==> src/rtl/axis_uart_tx.sv <==
// axis_uart_tx: byte-stream 8N1 UART transmitter with optional line terminator.
//
// Accepts 8-bit AXI-Stream-style beats and serialises each one as a single
// 8N1 frame, LSB first. When a beat carries tlast and APPEND_NL is set, an
// extra NL_CHAR frame follows right after it, so that each packet appears as
// one line on a terminal.
//
// Parameters:
//   CLK_FREQ_HZ  i_clk frequency in Hz
//   BAUD         serial bit rate; bit period DIV = CLK_FREQ_HZ / BAUD (>= 2)
//   APPEND_NL    1: send NL_CHAR after every byte accepted with tlast
//   NL_CHAR      line terminator byte
//
// Ports:
//   i_clk      core clock, rising edge
//   i_rst_n    asynchronous active-low reset (release synchronised inside)
//   i_tdata    stream byte
//   i_tlast    last byte of packet
//   i_tvalid   byte valid
//   o_tready   registered; high only while idle
//   o_uart_tx  serial output, idles high
//   o_busy     registered; high while a frame or pending terminator is active
module axis_uart_tx #(
    parameter int unsigned CLK_FREQ_HZ = 32000000,
    parameter int unsigned BAUD        = 57600,
    parameter int unsigned APPEND_NL   = 1,
    parameter logic [7:0]  NL_CHAR     = 8'h0A
) (
    input  logic       i_clk,
    input  logic       i_rst_n,
    input  logic [7:0] i_tdata,
    input  logic       i_tlast,
    input  logic       i_tvalid,
    output logic       o_tready,
    output logic       o_uart_tx,
    output logic       o_busy
);

    localparam int unsigned DIV = CLK_FREQ_HZ / BAUD;
    localparam int unsigned CW  = (DIV < 2) ? 1 : $clog2(DIV);
    localparam logic [CW-1:0] BAUD_LAST = CW'(DIV - 1);

    generate
        if (DIV < 2) begin : g_div_check
            $error("axis_uart_tx: CLK_FREQ_HZ/BAUD must be at least 2");
        end
    endgenerate

    typedef enum logic [1:0] {
        IDLE,
        START,
        DATA,
        STOP
    } state_t;

    // Reset asserts immediately but is released two edges later, so the
    // main registers never see a release close to a clock edge.
    logic [1:0] rst_sync;
    logic       rst_int_n;

    always_ff @(posedge i_clk or negedge i_rst_n) begin
        if (!i_rst_n) begin
            rst_sync <= '0;
        end else begin
            rst_sync <= {rst_sync[0], 1'b1};
        end
    end

    assign rst_int_n = rst_sync[1];

    state_t          state, state_n;
    logic [CW-1:0]   baud, baud_n;
    logic [2:0]      bitc, bit_n;
    logic [7:0]      shreg, shreg_n;
    logic            nl_pending, nl_n;
    logic            tx_n;
    logic            baud_done;

    always_ff @(posedge i_clk or negedge rst_int_n) begin
        if (!rst_int_n) begin
            state      <= IDLE;
            baud       <= '0;
            bitc       <= '0;
            shreg      <= '0;
            nl_pending <= 1'b0;
            o_uart_tx  <= 1'b1;
            o_tready   <= 1'b0;
            o_busy     <= 1'b0;
        end else begin
            state      <= state_n;
            baud       <= baud_n;
            bitc       <= bit_n;
            shreg      <= shreg_n;
            nl_pending <= nl_n;
            // Outputs are registered from the next-state values, so the
            // start bit appears on the cycle right after the transfer edge.
            o_uart_tx  <= tx_n;
            o_tready   <= (state_n == IDLE);
            o_busy     <= (state_n != IDLE);
        end
    end

    always_comb begin
        state_n   = state;
        baud_n    = baud;
        bit_n     = bitc;
        shreg_n   = shreg;
        nl_n      = nl_pending;
        tx_n      = 1'b1;
        baud_done = (baud == BAUD_LAST);

        case (state)
            IDLE: begin
                if (i_tvalid && o_tready) begin
                    state_n = START;
                    shreg_n = i_tdata;
                    nl_n    = (APPEND_NL != 0) && i_tlast;
                    baud_n  = '0;
                    bit_n   = '0;
                end
            end
            START: begin
                if (baud_done) begin
                    baud_n  = '0;
                    state_n = DATA;
                end else begin
                    baud_n = baud + 1'b1;
                end
            end
            DATA: begin
                if (baud_done) begin
                    baud_n  = '0;
                    shreg_n = {1'b0, shreg[7:1]};
                    if (bitc == 3'd7) begin
                        bit_n   = '0;
                        state_n = STOP;
                    end else begin
                        bit_n = bitc + 3'd1;
                    end
                end else begin
                    baud_n = baud + 1'b1;
                end
            end
            STOP: begin
                if (baud_done) begin
                    baud_n = '0;
                    if (nl_pending) begin
                        // Terminator frame chains straight into a new start
                        // bit; it cannot re-arm nl_pending itself.
                        nl_n    = 1'b0;
                        shreg_n = NL_CHAR;
                        state_n = START;
                    end else begin
                        state_n = IDLE;
                    end
                end else begin
                    baud_n = baud + 1'b1;
                end
            end
            default: begin
                state_n = IDLE;
            end
        endcase

        case (state_n)
            START:   tx_n = 1'b0;
            DATA:    tx_n = shreg_n[0];
            default: tx_n = 1'b1;
        endcase
    end

endmodule

==> config.mk <==
export PLATFORM = sky130hd
export DESIGN_NAME = axis_uart_tx
export DESIGN_NICKNAME = d
export VERILOG_FILES = /design/src/rtl/axis_uart_tx.sv
export SDC_FILE = /design/constraint.sdc
export NUM_CORES = 1
export LEC_CHECK = 0
export ABC_AREA = 1
export CORE_ASPECT_RATIO = 0.8
export CORE_UTILIZATION = 59
export CTS_BUF_LIST = sky130_fd_sc_hd__clkbuf_8
export CTS_CLUSTER_DIAMETER = 60
export DETAILED_ROUTE_END_ITERATION = 6
export HOLD_SLACK_MARGIN = 0.03
export PLACE_DENSITY = 0.81
export SLEW_MARGIN = 10
export SYNTH_ARGS = -nofsm -noshare
export SYNTH_HDL_FRONTEND = slang
export SYNTH_SLANG_ARGS = --single-unit
==> constraint.sdc <==
create_clock -name i_clk -period 1.1 [get_ports i_clk]
set_input_delay 0.22 -clock i_clk [delete_from_list [all_inputs] [get_ports i_clk]]
set_output_delay 0.22 -clock i_clk [all_outputs]
set_load 0.02 [all_outputs]
==> results_dict.tcl, run 1 <==
set metrics [dict create \
    mappedNetlistArea_mm2 0.00159 \
    synth.yosys.seq_area_share_pct 45.8 \
    dpl-instance-area_mm2 0.00217 \
    synth_cell_type_count 32 \
    grt.overflow.total 1 \
    floorplan.initialDensity_pct 63.4 \
    cts.sink_count 29 \
    cts_root_buf "sky130_fd_sc_hd__clkbuf_8" \
    cts.path.max_buffers 2 \
    h-tree-depth 2 \
    num_io_pins 15 \
    grt_pass1_wl_mm 12.5 \
    std_cell_rows 16 \
    die_y_um 48.4 \
    outcome "aborted with a tool error" \
    io_buffers 14 \
    holdBufCountCts 0 \
    die-width_um 60.0 \
    synth.net_count 193 \
    place.detailed.instances 269 \
    grt_max_degree 28 \
    finalWeightedCongestion 0.884 \
    firstError "[ERROR GRT-0116] Global routing finished with congestion. Check the congestion regions in the DRC Viewer." \
    synth.avg_cell_area_um2 8.96 \
    grt.total_usage_pct 62.1 \
    cts_made_buffers 5 \
    last_stage "5_1_grt" \
    syn-instance-count 177 \
    vias_in_the_first_global_route 2252 \
    dpl.hpwl_mm 3.27 \
    ys_ff_latch 29 \
    synthesis.yosys.warnings 0 \
]
-- cell families after synthesis --
logic type | synth area share (%)
AND/OR/NAND/NOR | 32.2
flip-flops | 45.8
other | 0.236
AO/OA/AOI/OAI | 10.6
XOR/XNOR | 2.21
buffers and inverters | 5.76
adder cells (fa/ha/maj) | 3.15
-- metal layers --
metal | track usage (%) | overflow
met3 | 38.8 | 0
met2 | 79.3 | 1
met1 | 68.9 | 0
met5 | 0 | 0
met4 | 57.0 | 0
-- synthesized netlist by cell type --
| master | number | share of area, % |
|---|---|---|
| sky130_fd_sc_hd__clkinv_1 | 1 | 0.24 |
| sky130_fd_sc_hd__o21ai_1 | 3 | 0.95 |
| sky130_fd_sc_hd__inv_2 | 9 | 2.1 |
| sky130_fd_sc_hd__buf_2 | 1 | 0.32 |
| sky130_fd_sc_hd__nor2_4 | 6 | 4.3 |
| sky130_fd_sc_hd__nand2_2 | 3 | 1.2 |
| sky130_fd_sc_hd__dfstp_2 | 1 | 1.7 |
| sky130_fd_sc_hd__o221ai_1 | 1 | 0.55 |
| sky130_fd_sc_hd__nand3_2 | 1 | 0.63 |
| sky130_fd_sc_hd__o21bai_1 | 1 | 0.47 |
| sky130_fd_sc_hd__nand4_1 | 2 | 0.79 |
| sky130_fd_sc_hd__o22ai_1 | 5 | 2.0 |
| sky130_fd_sc_hd__nor2_1 | 6 | 1.4 |
| sky130_fd_sc_hd__nor3_2 | 3 | 1.9 |
| sky130_fd_sc_hd__conb_1 | 1 | 0.24 |
| sky130_fd_sc_hd__a21oi_1 | 3 | 0.95 |
| sky130_fd_sc_hd__ha_1 | 4 | 3.2 |
| sky130_fd_sc_hd__nand2_4 | 3 | 2.1 |
| sky130_fd_sc_hd__a22oi_1 | 4 | 1.9 |
| sky130_fd_sc_hd__nand4_2 | 2 | 1.6 |
| sky130_fd_sc_hd__xor2_1 | 3 | 1.7 |
| sky130_fd_sc_hd__inv_1 | 10 | 2.4 |
| sky130_fd_sc_hd__nand2_1 | 38 | 9.0 |
| sky130_fd_sc_hd__nor2_2 | 4 | 1.6 |
| sky130_fd_sc_hd__buf_6 | 1 | 0.71 |
| sky130_fd_sc_hd__o21ai_2 | 3 | 1.7 |
| sky130_fd_sc_hd__dfrtp_1 | 28 | 44 |
| sky130_fd_sc_hd__xnor2_1 | 1 | 0.55 |
| sky130_fd_sc_hd__o21ai_0 | 7 | 2.2 |
| sky130_fd_sc_hd__nor3_1 | 2 | 0.63 |
| sky130_fd_sc_hd__nand3_4 | 1 | 1.1 |
| sky130_fd_sc_hd__nand3_1 | 19 | 6.0 |
-- per-stage QoR --
| stage | worst slack [ns] | setup TNS [ns] | hold WS [ns] |
|---|---|---|---|
| after global placement | -0.385 | -8.86 | 0.239 |
| after CTS | -0.440 | -9.60 | 0.0995 |
| after detailed placement | -0.505 | -10.49 | 0.270 |
| after floorplan | -0.379 | -6.84 | -0.0756 |
-- what timing repair did --
action                     CTS
setup buffers                6
gates resized for setup     40
setup endpoints to repair   30
pin swaps                    7
==> inputs of run 2 (changes only) <==
==> config.mk (replaced) <==
export PLATFORM = sky130hd
export DESIGN_NAME = axis_uart_tx
export DESIGN_NICKNAME = d
export VERILOG_FILES = /design/src/rtl/axis_uart_tx.sv
export SDC_FILE = /design/constraint.sdc
export NUM_CORES = 1
export LEC_CHECK = 0
export ABC_AREA = 1
export CORE_UTILIZATION = 40
export DETAILED_ROUTE_END_ITERATION = 6
export PLACE_DENSITY_LB_ADDON = 0.15
export SLEW_MARGIN = 10
export SYNTH_ARGS = -nofsm -noshare
export SYNTH_HDL_FRONTEND = slang
export SYNTH_SLANG_ARGS = --single-unit
==> run 2 against run 1 <==
The flow now finishes, with violations (setup timing). Synthesized cell count stayed put. Area after synthesis stayed put.
==> results_dict.tcl, run 2 <==
set metrics [dict create \
    outcome "finished with violations" \
    violations "setup timing" \
    netlist_top_cells_count "sky130_fd_sc_hd__nand2_1, sky130_fd_sc_hd__dfrtp_1, sky130_fd_sc_hd__nand3_1, sky130_fd_sc_hd__inv_1, sky130_fd_sc_hd__inv_2" \
    final_cell_count_no_fill 295 \
    timing_max_transition_violations_final 0 \
    layout_common_cells "sky130_fd_sc_hd__buf_4, sky130_fd_sc_hd__nand2_1, sky130_fd_sc_hd__dfrtp_1" \
    diodes 0 \
    biggestRegsByFlops "baud x10, shreg x8, bitc x3" \
    grt.overflow.total 0 \
    cts_root_buf "sky130_fd_sc_hd__clkbuf_8" \
    count_of_flip_flops_with_a_built_in_enable_after_synthesis 0 \
    grt_pass1_wl_mm 6.72 \
    wire_length_the_detailed_router_placed_on_met1_mm 1.72 \
    synthMostInstantiatedCell "sky130_fd_sc_hd__nand2_1" \
    finalWeightedCongestion 0.807 \
    internal-power_w 0.00345 \
    final_hold_viol_count 0 \
    drive_gt1_share_pct 49.4 \
    ir_drop_uv 1040 \
    synth_cell_type_count 32 \
    die-width_um 65.0 \
    grt_max_degree 28 \
    cts_made_buffers 5 \
    power_frac_clock_pct 20.7 \
    peak_fanout_along_the_critical_path 9 \
    ys_dominant_reg_cell "sky130_fd_sc_hd__dfrtp_1" \
    synthDominantAreaCellType "sky130_fd_sc_hd__dfrtp_1" \
    drt-vias-per-instance 4.93 \
    static-leakage-power_nw 1.08 \
    max-cap-violations 0 \
    mappedNetlistArea_mm2 0.00159 \
    cp_data_required_time_ns 1.27 \
    synth.net_count 193 \
    num-nets-final 262 \
    place.detailed.instances 284 \
    detail_route.wl_per_cell_um 12.9 \
    topmost_layer_with_routed_signal_wires "met4" \
    netlist.area_leader.share_pct 44.2 \
    syn-instance-count 177 \
    floorplan.initialDensity_pct 42.4 \
    power_switching_w 0.00205 \
    grt_setup_unrepaired "yes" \
    largest_register_ffs 10 \
    timing.final.crit_share_pct 136 \
    drc 0 \
    detail_route.iter0.violations 27 \
    grt_antenna_before_repair 0 \
    h-tree-depth 2 \
    detailroute.wirelength.met3_um 142 \
    worst_clock_skew_ns 0.0113 \
    finalWorstPathRequiredPeriod_ns 1.49 \
    worst_r2r_startpoint "baud[0]$_DFFE_PN0P_" \
    crit_start "baud[0]$_DFFE_PN0P_" \
    grt.total_usage_pct 21.3 \
    num_io_pins 15 \
    max_flop_register "baud" \
    drt-pass1-iter-count 4 \
    vias 1453 \
    cts.sink_count 29 \
    dpl.hpwl_mm 2.86 \
    register_share_of_total_power_pct 31.6 \
    layout-area-overhead-vs-synth_pct 52.4 \
    holdBufCountCts 0 \
    vias_in_the_first_global_route 1522 \
    route.antenna.remaining_nets 0 \
    ys_async_sr_fraction_pct 100 \
    ys_ff_latch 29 \
    synth.avg_cell_area_um2 8.96 \
    setup_ws_ns -0.395 \
    final_common_cell "sky130_fd_sc_hd__buf_4" \
    clkSlewWorstSetupHoldPaths_ns 0.07 \
    totalWireLength_mm 3.81 \
    crit_type "reg2reg" \
    tritoncts "built" \
    tns_ns -8.76 \
    synth.yosys.seq_area_share_pct 45.8 \
    clock_insertion_delay_worst_skew_ns 0.28 \
    setup.reg_to_reg.worst_slack_ns -0.39 \
    std_cell_rows 22 \
    timing.critical_path.to_type "register" \
    setup-violations-final 28 \
    power_density_mw_per_mm2 2270 \
    die_y_um 65.0 \
    hp-class "in2async" \
    floorplan.die_area_mm2 0.00422 \
    worstSetupStartpointType "register" \
    cts.path.max_buffers 2 \
    io_buffers 14 \
    post-place-ws_ns -0.415 \
    core_area_mm2 0.00374 \
    switching_share_pct 37.2 \
    maxClockFrequency_mhz 669 \
    pwr-share-comb_pct 47.8 \
    arrival_ns 1.66 \
    wl_met2_mm 1.89 \
    synthTopCellsByArea "sky130_fd_sc_hd__dfrtp_1, sky130_fd_sc_hd__nand2_1, sky130_fd_sc_hd__nand3_1" \
    synthesis.yosys.warnings 0 \
]
run 2: cell counts after synthesis:
No cell type changed its count.
run 2: cells by family (layout without fill, tap and decap cells):
kind of cell / after synthesis / count (layout) / share of synthesized area, %
fa+ha+maj: 4 / 4 / 3.15
buf+inv: 22 / 92 / 5.76
compound gates: 27 / 27 / 10.6
other cells: 1 / 1 / 0.236
simple gates: 90 / 90 / 32.2
flops: 29 / 29 / 45.8
xor+xnor: 4 / 4 / 2.21
run 2: stage by stage:
step | utilization (%) | cell area [um^2] | hold slack, ns | total power (W)
4_1_cts | 63.0 | 2360 | 0.0913 | 0.00536
2_1_floorplan | - | 1650 | -0.0756 | 0.00299
6_report | 64.6 | 2420 | 0.0916 | 0.00550
3_5_place_dp | 58.9 | 2200 | 0.255 | 0.00416
3_3_place_gp | 58.9 | 2200 | 0.251 | 0.00406
5_1_grt | 64.6 | 2420 | 0.0903 | 0.00588
run 2: worst paths after layout:
kind                                              end  cells after the start
worst max-delay path              bitc[1]$_DFFE_PN0P_                     10
worst min-delay path            rst_sync[1]$_DFF_PN0_                      1
worst max register to register    bitc[1]$_DFFE_PN0P_                     10
worst min register to register    baud[7]$_DFFE_PN0P_                      1
max in group asynchronous         o_uart_tx$_DFF_PN1_                      1
min in group i_clk              rst_sync[1]$_DFF_PN0_                      0
run 2: per-layer routing:
metal  vias up  global-route usage [%]
li1        728                       -
met1       696                    26.1
met2        22                    36.8
met3         7                    4.93
met4         0                    6.11
met5         -                       0
run 2: worst max-delay path, stage by stage, from the launching register on:
cell                      delay, ns
sky130_fd_sc_hd__dfrtp_1       0.38
sky130_fd_sc_hd__inv_1         0.06
sky130_fd_sc_hd__ha_2          0.17
sky130_fd_sc_hd__nand2_1       0.06
sky130_fd_sc_hd__nor2_2        0.12
sky130_fd_sc_hd__nand3_4       0.11
sky130_fd_sc_hd__nand2_4       0.11
sky130_fd_sc_hd__nand2_8       0.09
sky130_fd_sc_hd__buf_12        0.15
sky130_fd_sc_hd__nand2_2       0.06
sky130_fd_sc_hd__o21ai_2       0.06
run 2: power by group through the flow:
| stage | clock network [W] | registers, W | logic [W] |
|---|---|---|---|
| floorplan | 0 | 0.00179 | 0.00119 |
| global placement | 0 | 0.00173 | 0.00233 |
| detailed placement | 0 | 0.00174 | 0.00241 |
| CTS | 0.00117 | 0.00174 | 0.00246 |
| global route | 0.00121 | 0.00179 | 0.00289 |
| finish | 0.00114 | 0.00174 | 0.00263 |
run 2: final cells by class:
cell class                      instances  area (um^2)
Tap cell                               48         60.1
Clock inverter                          1         30.0
Fill cell                             323         1330
Sequential cell                        29          727
Multi-Input combinational cell        126          897
Timing Repair Buffer                   64          539
Clock buffer                            7         86.3
Inverter                               20         77.6
run 2: repair_timing:
item	in CTS	in global routing
endpoints found under the setup margin	30	28
pin swaps	3	4
setup buffers	1	2
cloned	0	0
resized for setup	23	17
(Power assumes the default switching activity.)
==> inputs of run 3 (changes only) <==
--- a/config.mk
+++ b/config.mk
@@ -9,6 +9,7 @@
 export CORE_UTILIZATION = 40
 export DETAILED_ROUTE_END_ITERATION = 6
 export PLACE_DENSITY_LB_ADDON = 0.15
+export RECOVER_POWER = 50
 export SLEW_MARGIN = 10
 export SYNTH_ARGS = -nofsm -noshare
 export SYNTH_HDL_FRONTEND = slang
==> run 3 against run 2 <==
The flow still finishes with violations (setup timing). Combinational power barely moved. Non-clock buffer count is the same. Power about the same. Die area did not move. Global-route usage unchanged. Cell area is 0.10% lower. Utilization down 0.067 points. Routed wire length about the same. Maximum frequency barely moved. Critical path type unchanged. Largest cell class unchanged. Largest power group unchanged.
==> results_dict.tcl, run 3 (same netlist as run 2, synthesis figures left out) <==
set metrics [dict create \
    peak_fanout_along_the_critical_path 9 \
    floorplan.initialDensity_pct 42.4 \
    grt_setup_unrepaired "yes" \
    die_y_um 65.0 \
    final_hold_viol_count 0 \
    grt.total_usage_pct 21.3 \
    io_buffers 14 \
    cts.sink_count 29 \
    clkSlewWorstSetupHoldPaths_ns 0.07 \
    place.detailed.instances 284 \
    power_density_mw_per_mm2 2280 \
    critical_path.top_delay_family "simple AND/OR/NAND/NOR gates" \
    die-width_um 65.0 \
    drc 0 \
    crit_type "reg2reg" \
    worst_clock_skew_ns 0.0113 \
    tritoncts "built" \
    finalWorstPathRequiredPeriod_ns 1.49 \
    setup_ws_ns -0.395 \
    violations "setup timing" \
    layout_common_cells "sky130_fd_sc_hd__buf_4, sky130_fd_sc_hd__nand2_1, sky130_fd_sc_hd__dfrtp_1" \
    critical_path.cell_chain "inv_1, ha_2, nand2_1, nor2_2, nand3_4, nand2_4, nand2_8, buf_12, nand2_2, o21ai_2" \
    largest_register_ffs 10 \
    detail_route.iter0.violations 30 \
    vias_in_the_first_global_route 1522 \
    dpl.hpwl_mm 2.86 \
    ir_drop_uv 1040 \
    num_io_pins 15 \
    standard_cell_with_the_maximum_stage_delay_on_the_critical_path "sky130_fd_sc_hd__dfrtp_1" \
    timing_max_transition_violations_final 0 \
    layout-area-overhead-vs-synth_pct 52.2 \
    arrival_ns 1.66 \
    timing.max_slew.rel_slack_pct 54.4 \
    core_area_mm2 0.00374 \
    worstSetupStartpointType "register" \
    cp_bufs_invs 2 \
    vias 1451 \
    clock_insertion_delay_worst_skew_ns 0.28 \
    diodes 0 \
    grt_pass1_wl_mm 6.72 \
    final_common_cell "sky130_fd_sc_hd__buf_4" \
    final_cell_count_no_fill 295 \
    num-nets-final 262 \
    floorplan.die_area_mm2 0.00422 \
    timing.final.crit_share_pct 136 \
    totalWireLength_mm 3.81 \
    fillerInstances 324 \
    finalHoldWorstSlack_ns 0.160 \
    outcome "finished with violations" \
    critical_path.max_stage_delay_ns 0.38 \
    cts_root_buf "sky130_fd_sc_hd__clkbuf_8" \
    timing.critical_path.to_type "register" \
    cp_data_required_time_ns 1.27 \
    worstMarginPinSlew_ns 0.685 \
    setup.reg_to_reg.worst_slack_ns -0.39 \
    finalWeightedCongestion 0.807 \
    static-leakage-power_nw 1.08 \
    cts.path.max_buffers 2 \
    biggestRegsByFlops "baud x10, shreg x8, bitc x3" \
    h-tree-depth 2 \
    maxClockFrequency_mhz 669 \
    max_flop_register "baud" \
    drive_gt1_share_pct 49.4 \
    grt.overflow.total 0 \
    route.antenna.remaining_nets 0 \
    detail_route.wl_per_cell_um 12.9 \
    crit_start "baud[0]$_DFFE_PN0P_" \
    grt_antenna_before_repair 0 \
    holdBufCountCts 0 \
    std_cell_rows 22 \
    drt-vias-per-instance 4.92 \
    hp-class "in2async" \
    setup-violations-final 28 \
    drt-pass1-iter-count 4 \
    worst_r2r_startpoint "baud[0]$_DFFE_PN0P_" \
    max-cap-violations 0 \
    grt_max_degree 28 \
    cts_made_buffers 5 \
]
==> run 3: changes by cell type in the layout (fill, tap and decap cells not counted) <==
| cell | delta |
|---|---|
| sky130_fd_sc_hd__buf_4 | -1 |
| sky130_fd_sc_hd__clkbuf_2 | +1 |
| sky130_fd_sc_hd__clkdlybuf4s50_1 | -1 |
| sky130_fd_sc_hd__dlygate4sd3_1 | +1 |
==> run 3: per-layer routing <==
layer / share of wire [%] / track usage (%) / wire [um]
met4: 1.3 / 6.11 / 48
met1: 45 / 26.1 / 1720
met5: 0 / 0 / 0
met3: 3.7 / 4.93 / 142
met2: 50 / 36.8 / 1890
==> run 3: path summary, 6_finish.rpt <==
path,cells past startpoint,endpoint
max,10,bitc[1]$_DFFE_PN0P_
max reg2reg,10,bitc[1]$_DFFE_PN0P_
max in group asynchronous,1,shreg[4]$_DFFE_PN0P_
min in group i_clk,0,rst_sync[1]$_DFF_PN0_
min,1,rst_sync[1]$_DFF_PN0_
min reg2reg,1,baud[7]$_DFFE_PN0P_
==> run 3: repair_timing <==
item | CTS | global route
buffers inserted | 1 | 2
setup endpoints to repair | 30 | 28
pin swaps | 3 | 4
gates resized for setup | 23 | 17
==> run 3: power breakdown <==
part	switching [W]	total, W	internal (W)	leakage (nW)
Clock	0.000399	0.00114	0.000738	0.0585
Combinational	0.00132	0.00262	0.00130	0.654
Sequential	0.000325	0.00174	0.00141	0.371
Total	0.00205	0.00550	0.00345	1.08
==> run 3: per-stage QoR <==
stage / TNS (ns) / total power [W] / area, um^2 / util, % / worst slack, ns
after global routing: -11.31 / 0.00588 / 2410 / 64.5 / -0.503
after global placement: -9.08 / 0.00406 / 2200 / 58.9 / -0.384
after CTS: -9.32 / 0.00536 / 2360 / 63.0 / -0.401
after detailed placement: -9.52 / 0.00416 / 2200 / 58.9 / -0.415
after floorplan: -6.84 / 0.00299 / 1650 / - / -0.379
final: -8.76 / 0.00550 / 2410 / 64.5 / -0.395
==> run 3: final cells by class <==
| class | count | area (um^2) | area share [%] |
|---|---|---|---|
| Clock inverter | 1 | 30.0 | 1.24 |
| Inverter | 20 | 77.6 | 3.21 |
| Multi-Input combinational cell | 126 | 897 | 37.2 |
| Sequential cell | 29 | 727 | 30.1 |
| Clock buffer | 7 | 86.3 | 3.58 |
| Tap cell | 48 | 60.1 | 2.49 |
| Timing Repair Buffer | 64 | 537 | 22.2 |
==> inputs of run 4 (changes only) <==
--- a/config.mk
+++ b/config.mk
@@ -5,9 +5,9 @@
 export SDC_FILE = /design/constraint.sdc
 export NUM_CORES = 1
 export LEC_CHECK = 0
-export ABC_AREA = 1
-export CORE_UTILIZATION = 40
+export CORE_AREA = 2 2 63 65
 export DETAILED_ROUTE_END_ITERATION = 6
+export DIE_AREA = 0 0 65 67
 export PLACE_DENSITY_LB_ADDON = 0.15
 export RECOVER_POWER = 50
 export SLEW_MARGIN = 10
==> run 4 against run 3 <==
The flow still finishes with violations (setup timing). Maximum frequency fell by 15%. Critical path type unchanged. Die area grew 3.1%. Count of clock-buffer cells in the layout shrank 1. Area after synthesis fell by 11%. Synthesized cell count down 23%. Largest cell class unchanged. Setup slack worse by 0.26 ns.
==> results_dict.tcl, run 4 <==
set metrics [dict create \
    detail_route.iter0.violations 96 \
    cts_made_buffers 5 \
    timing.max_slew.rel_slack_pct 54.8 \
    timing_max_transition_violations_final 0 \
    dpl.hpwl_mm 2.05 \
    netlist.area_leader.share_pct 49.5 \
    critical_path.top_delay_family "simple AND/OR/NAND/NOR gates" \
    critical_path.max_stage_delay_ns 0.41 \
    core_area_mm2 0.00361 \
    clkSlewWorstSetupHoldPaths_ns 0.07 \
    outcome "finished with violations" \
    drc 0 \
    crit_start "baud[1]$_DFFE_PN0P_" \
    std_cell_rows 22 \
    io_buffers 14 \
    cp_bufs_invs 2 \
    finish.utilization_pct 59.4 \
    grt_setup_unrepaired "yes" \
    grt_antenna_before_repair 0 \
    synthTopCellsByArea "sky130_fd_sc_hd__dfrtp_1, sky130_fd_sc_hd__o21ai_0, sky130_fd_sc_hd__nand2_1" \
    dpl-instance-area_mm2 0.00178 \
    setup_ws_ns -0.660 \
    layout_common_cells "sky130_fd_sc_hd__dfrtp_1, sky130_fd_sc_hd__buf_4, sky130_fd_sc_hd__nand2_1" \
    violations "setup timing" \
    detail_route.wl_per_cell_um 13.6 \
    tritoncts "built" \
    biggestRegsByFlops "baud x10, shreg x8, bitc x3" \
    grt.total_usage_pct 16.7 \
    synth.net_count 152 \
    worst_r2r_startpoint "baud[1]$_DFFE_PN0P_" \
    synth.yosys.seq_area_share_pct 51.4 \
    floorplan.initialDensity_pct 39.2 \
    count_of_flip_flops_with_a_built_in_enable_after_synthesis 0 \
    syn-instance-count 136 \
    finalHoldWorstSlack_ns 0.161 \
    vias_in_the_first_global_route 1224 \
    hp-class "in2async" \
    die-width_um 65 \
    synthDominantAreaCellType "sky130_fd_sc_hd__dfrtp_1" \
    floorplan.die_area_mm2 0.00436 \
    static-leakage-power_nw 1.01 \
    cp_data_required_time_ns 1.27 \
    holdBufCountCts 0 \
    largest_register_ffs 10 \
    timing.critical_path.to_type "register" \
    worstMarginPinSlew_ns 0.677 \
    setup-violations-final 28 \
    h-tree-depth 2 \
    cts.path.max_buffers 2 \
    synth.avg_cell_area_um2 10.4 \
    crit_type "reg2reg" \
    ir_drop_uv 1550 \
    route.antenna.remaining_nets 0 \
    drt-vias-per-instance 5.19 \
    num-nets-final 201 \
    mappedNetlistArea_mm2 0.00142 \
    synthMostInstantiatedCell "sky130_fd_sc_hd__dfrtp_1" \
    cts_root_buf "sky130_fd_sc_hd__clkbuf_8" \
    critical_path.cell_chain "ha_4, and3b_2, and3_4, and2_4, buf_4, a222oi_1, inv_1" \
    worstSetupStartpointType "register" \
    standard_cell_with_the_maximum_stage_delay_on_the_critical_path "sky130_fd_sc_hd__dfrtp_1" \
    vias 1214 \
    max_flop_register "baud" \
    netlist_top_cells_count "sky130_fd_sc_hd__dfrtp_1, sky130_fd_sc_hd__nand2_1, sky130_fd_sc_hd__o21ai_0, sky130_fd_sc_hd__inv_1, sky130_fd_sc_hd__nor2_1" \
    timing.final.crit_share_pct 160 \
    drt-pass1-iter-count 5 \
    diodes 0 \
    final_cell_area_mm2 0.00214 \
    totalWireLength_mm 3.19 \
    ys_async_sr_fraction_pct 100 \
    finalWorstPathRequiredPeriod_ns 1.76 \
    grt.overflow.total 0 \
    ys_dominant_reg_cell "sky130_fd_sc_hd__dfrtp_1" \
    drive_gt1_share_pct 42.5 \
    synth_cell_type_count 44 \
    final_common_cell "sky130_fd_sc_hd__dfrtp_1" \
    maxClockFrequency_mhz 568 \
    grt_pass1_wl_mm 5.33 \
    ys_ff_latch 29 \
    power_density_mw_per_mm2 2320 \
    finalWeightedCongestion 0.752 \
    final_hold_viol_count 0 \
    die_y_um 67 \
    cts.sink_count 29 \
    worst_clock_skew_ns 0.00788 \
    synthesis.yosys.warnings 0 \
    layout-area-overhead-vs-synth_pct 51.5 \
    max-cap-violations 0 \
    peak_fanout_along_the_critical_path 6 \
    arrival_ns 1.93 \
    clock_insertion_delay_worst_skew_ns 0.29 \
    num_io_pins 15 \
    grt_max_degree 28 \
]
-- run 4: changes by cell type after synthesis, sizes merged, moves of 4 or more --
cell	delta
a222oi	+5
a22oi	-4
and3	+6
nand2	-29
nor2	-6
nor3	-5
nand3	-18
inv	-8
o22ai	-5
-- run 4: logic make-up after synthesis --
group,count (synthesis),share of synthesized area (%)
other cells,1,0.265
xor+xnor,3,1.86
fa+ha+maj,4,3.54
simple gates,48,18.8
mux,3,2.21
flops,29,51.4
buf+inv,16,4.86
compound gates,32,17.1
-- run 4: worst paths after layout --
| path | to | slack, ns | cells after the start |
|---|---|---|---|
| setup / recovery | shreg[2]$_DFFE_PN0P_ | -0.66 | 7 |
| hold / removal | rst_sync[1]$_DFF_PN0_ | 0.16 | 1 |
| setup reg to reg | shreg[2]$_DFFE_PN0P_ | -0.66 | 7 |
| hold reg to reg | rst_sync[1]$_DFF_PN0_ | 0.35 | 0 |
| max in group asynchronous | o_tready$_DFF_PN0_ | 0.31 | 1 |
| min in group i_clk | rst_sync[1]$_DFF_PN0_ | 0.35 | 0 |
-- run 4: layout make-up --
class | count | area (um^2)
Sequential cell | 29 | 727
Fill cell | 299 | 1460
Clock buffer | 6 | 82.6
Inverter | 11 | 41.3
Clock inverter | 2 | 37.5
Tap cell | 48 | 60.1
Timing Repair Buffer | 47 | 403
Multi-Input combinational cell | 91 | 792
-- run 4: through the flow --
| step | setup TNS (ns) | power (W) | std cells | setup slack (ns) |
|---|---|---|---|---|
| floorplan | -12.61 | 0.00258 | 136 | -0.730 |
| detailed placement | -13.71 | 0.00324 | 218 | -0.677 |
| global placement | -12.74 | 0.00319 | 218 | -0.606 |
| finish | -13.68 | 0.00498 | 234 | -0.660 |
| CTS | -12.58 | 0.00456 | 228 | -0.612 |
| global route | -16.05 | 0.00534 | 234 | -0.764 |
-- run 4: repair_timing --
action / 4_1_cts / 5_1_grt
endpoints found under the setup margin: 30 / 28
buffers inserted: 2 / 7
cloned: 0 / 0
resized for setup: 30 / 31
pin swaps: 11 / 21
-- run 4: report_power, final --
| group | switching (W) | internal, W |
|---|---|---|
| clock | 0.000418 | 0.000735 |
| combinational | 0.00106 | 0.00110 |
| sequential | 0.000215 | 0.00145 |
| total | 0.00169 | 0.00328 |
-- run 4: worst register-to-register path: stages (launching register included) --
cell and delay (ns):
sky130_fd_sc_hd__dfrtp_1 0.41, sky130_fd_sc_hd__ha_4 0.17, sky130_fd_sc_hd__and3b_2 0.20, sky130_fd_sc_hd__and3_4 0.20
sky130_fd_sc_hd__and2_4 0.19, sky130_fd_sc_hd__buf_4 0.15, sky130_fd_sc_hd__a222oi_1 0.27, sky130_fd_sc_hd__inv_1 0.07
-- run 4: per-layer routing --
| layer | part of all wire, % | global-route usage (%) |
|---|---|---|
| met5 | 0 | 0 |
| met4 | 2.4 | 12.5 |
| met3 | 4.6 | 6.08 |
| met2 | 50 | 27.4 |
| met1 | 43 | 17.6 |
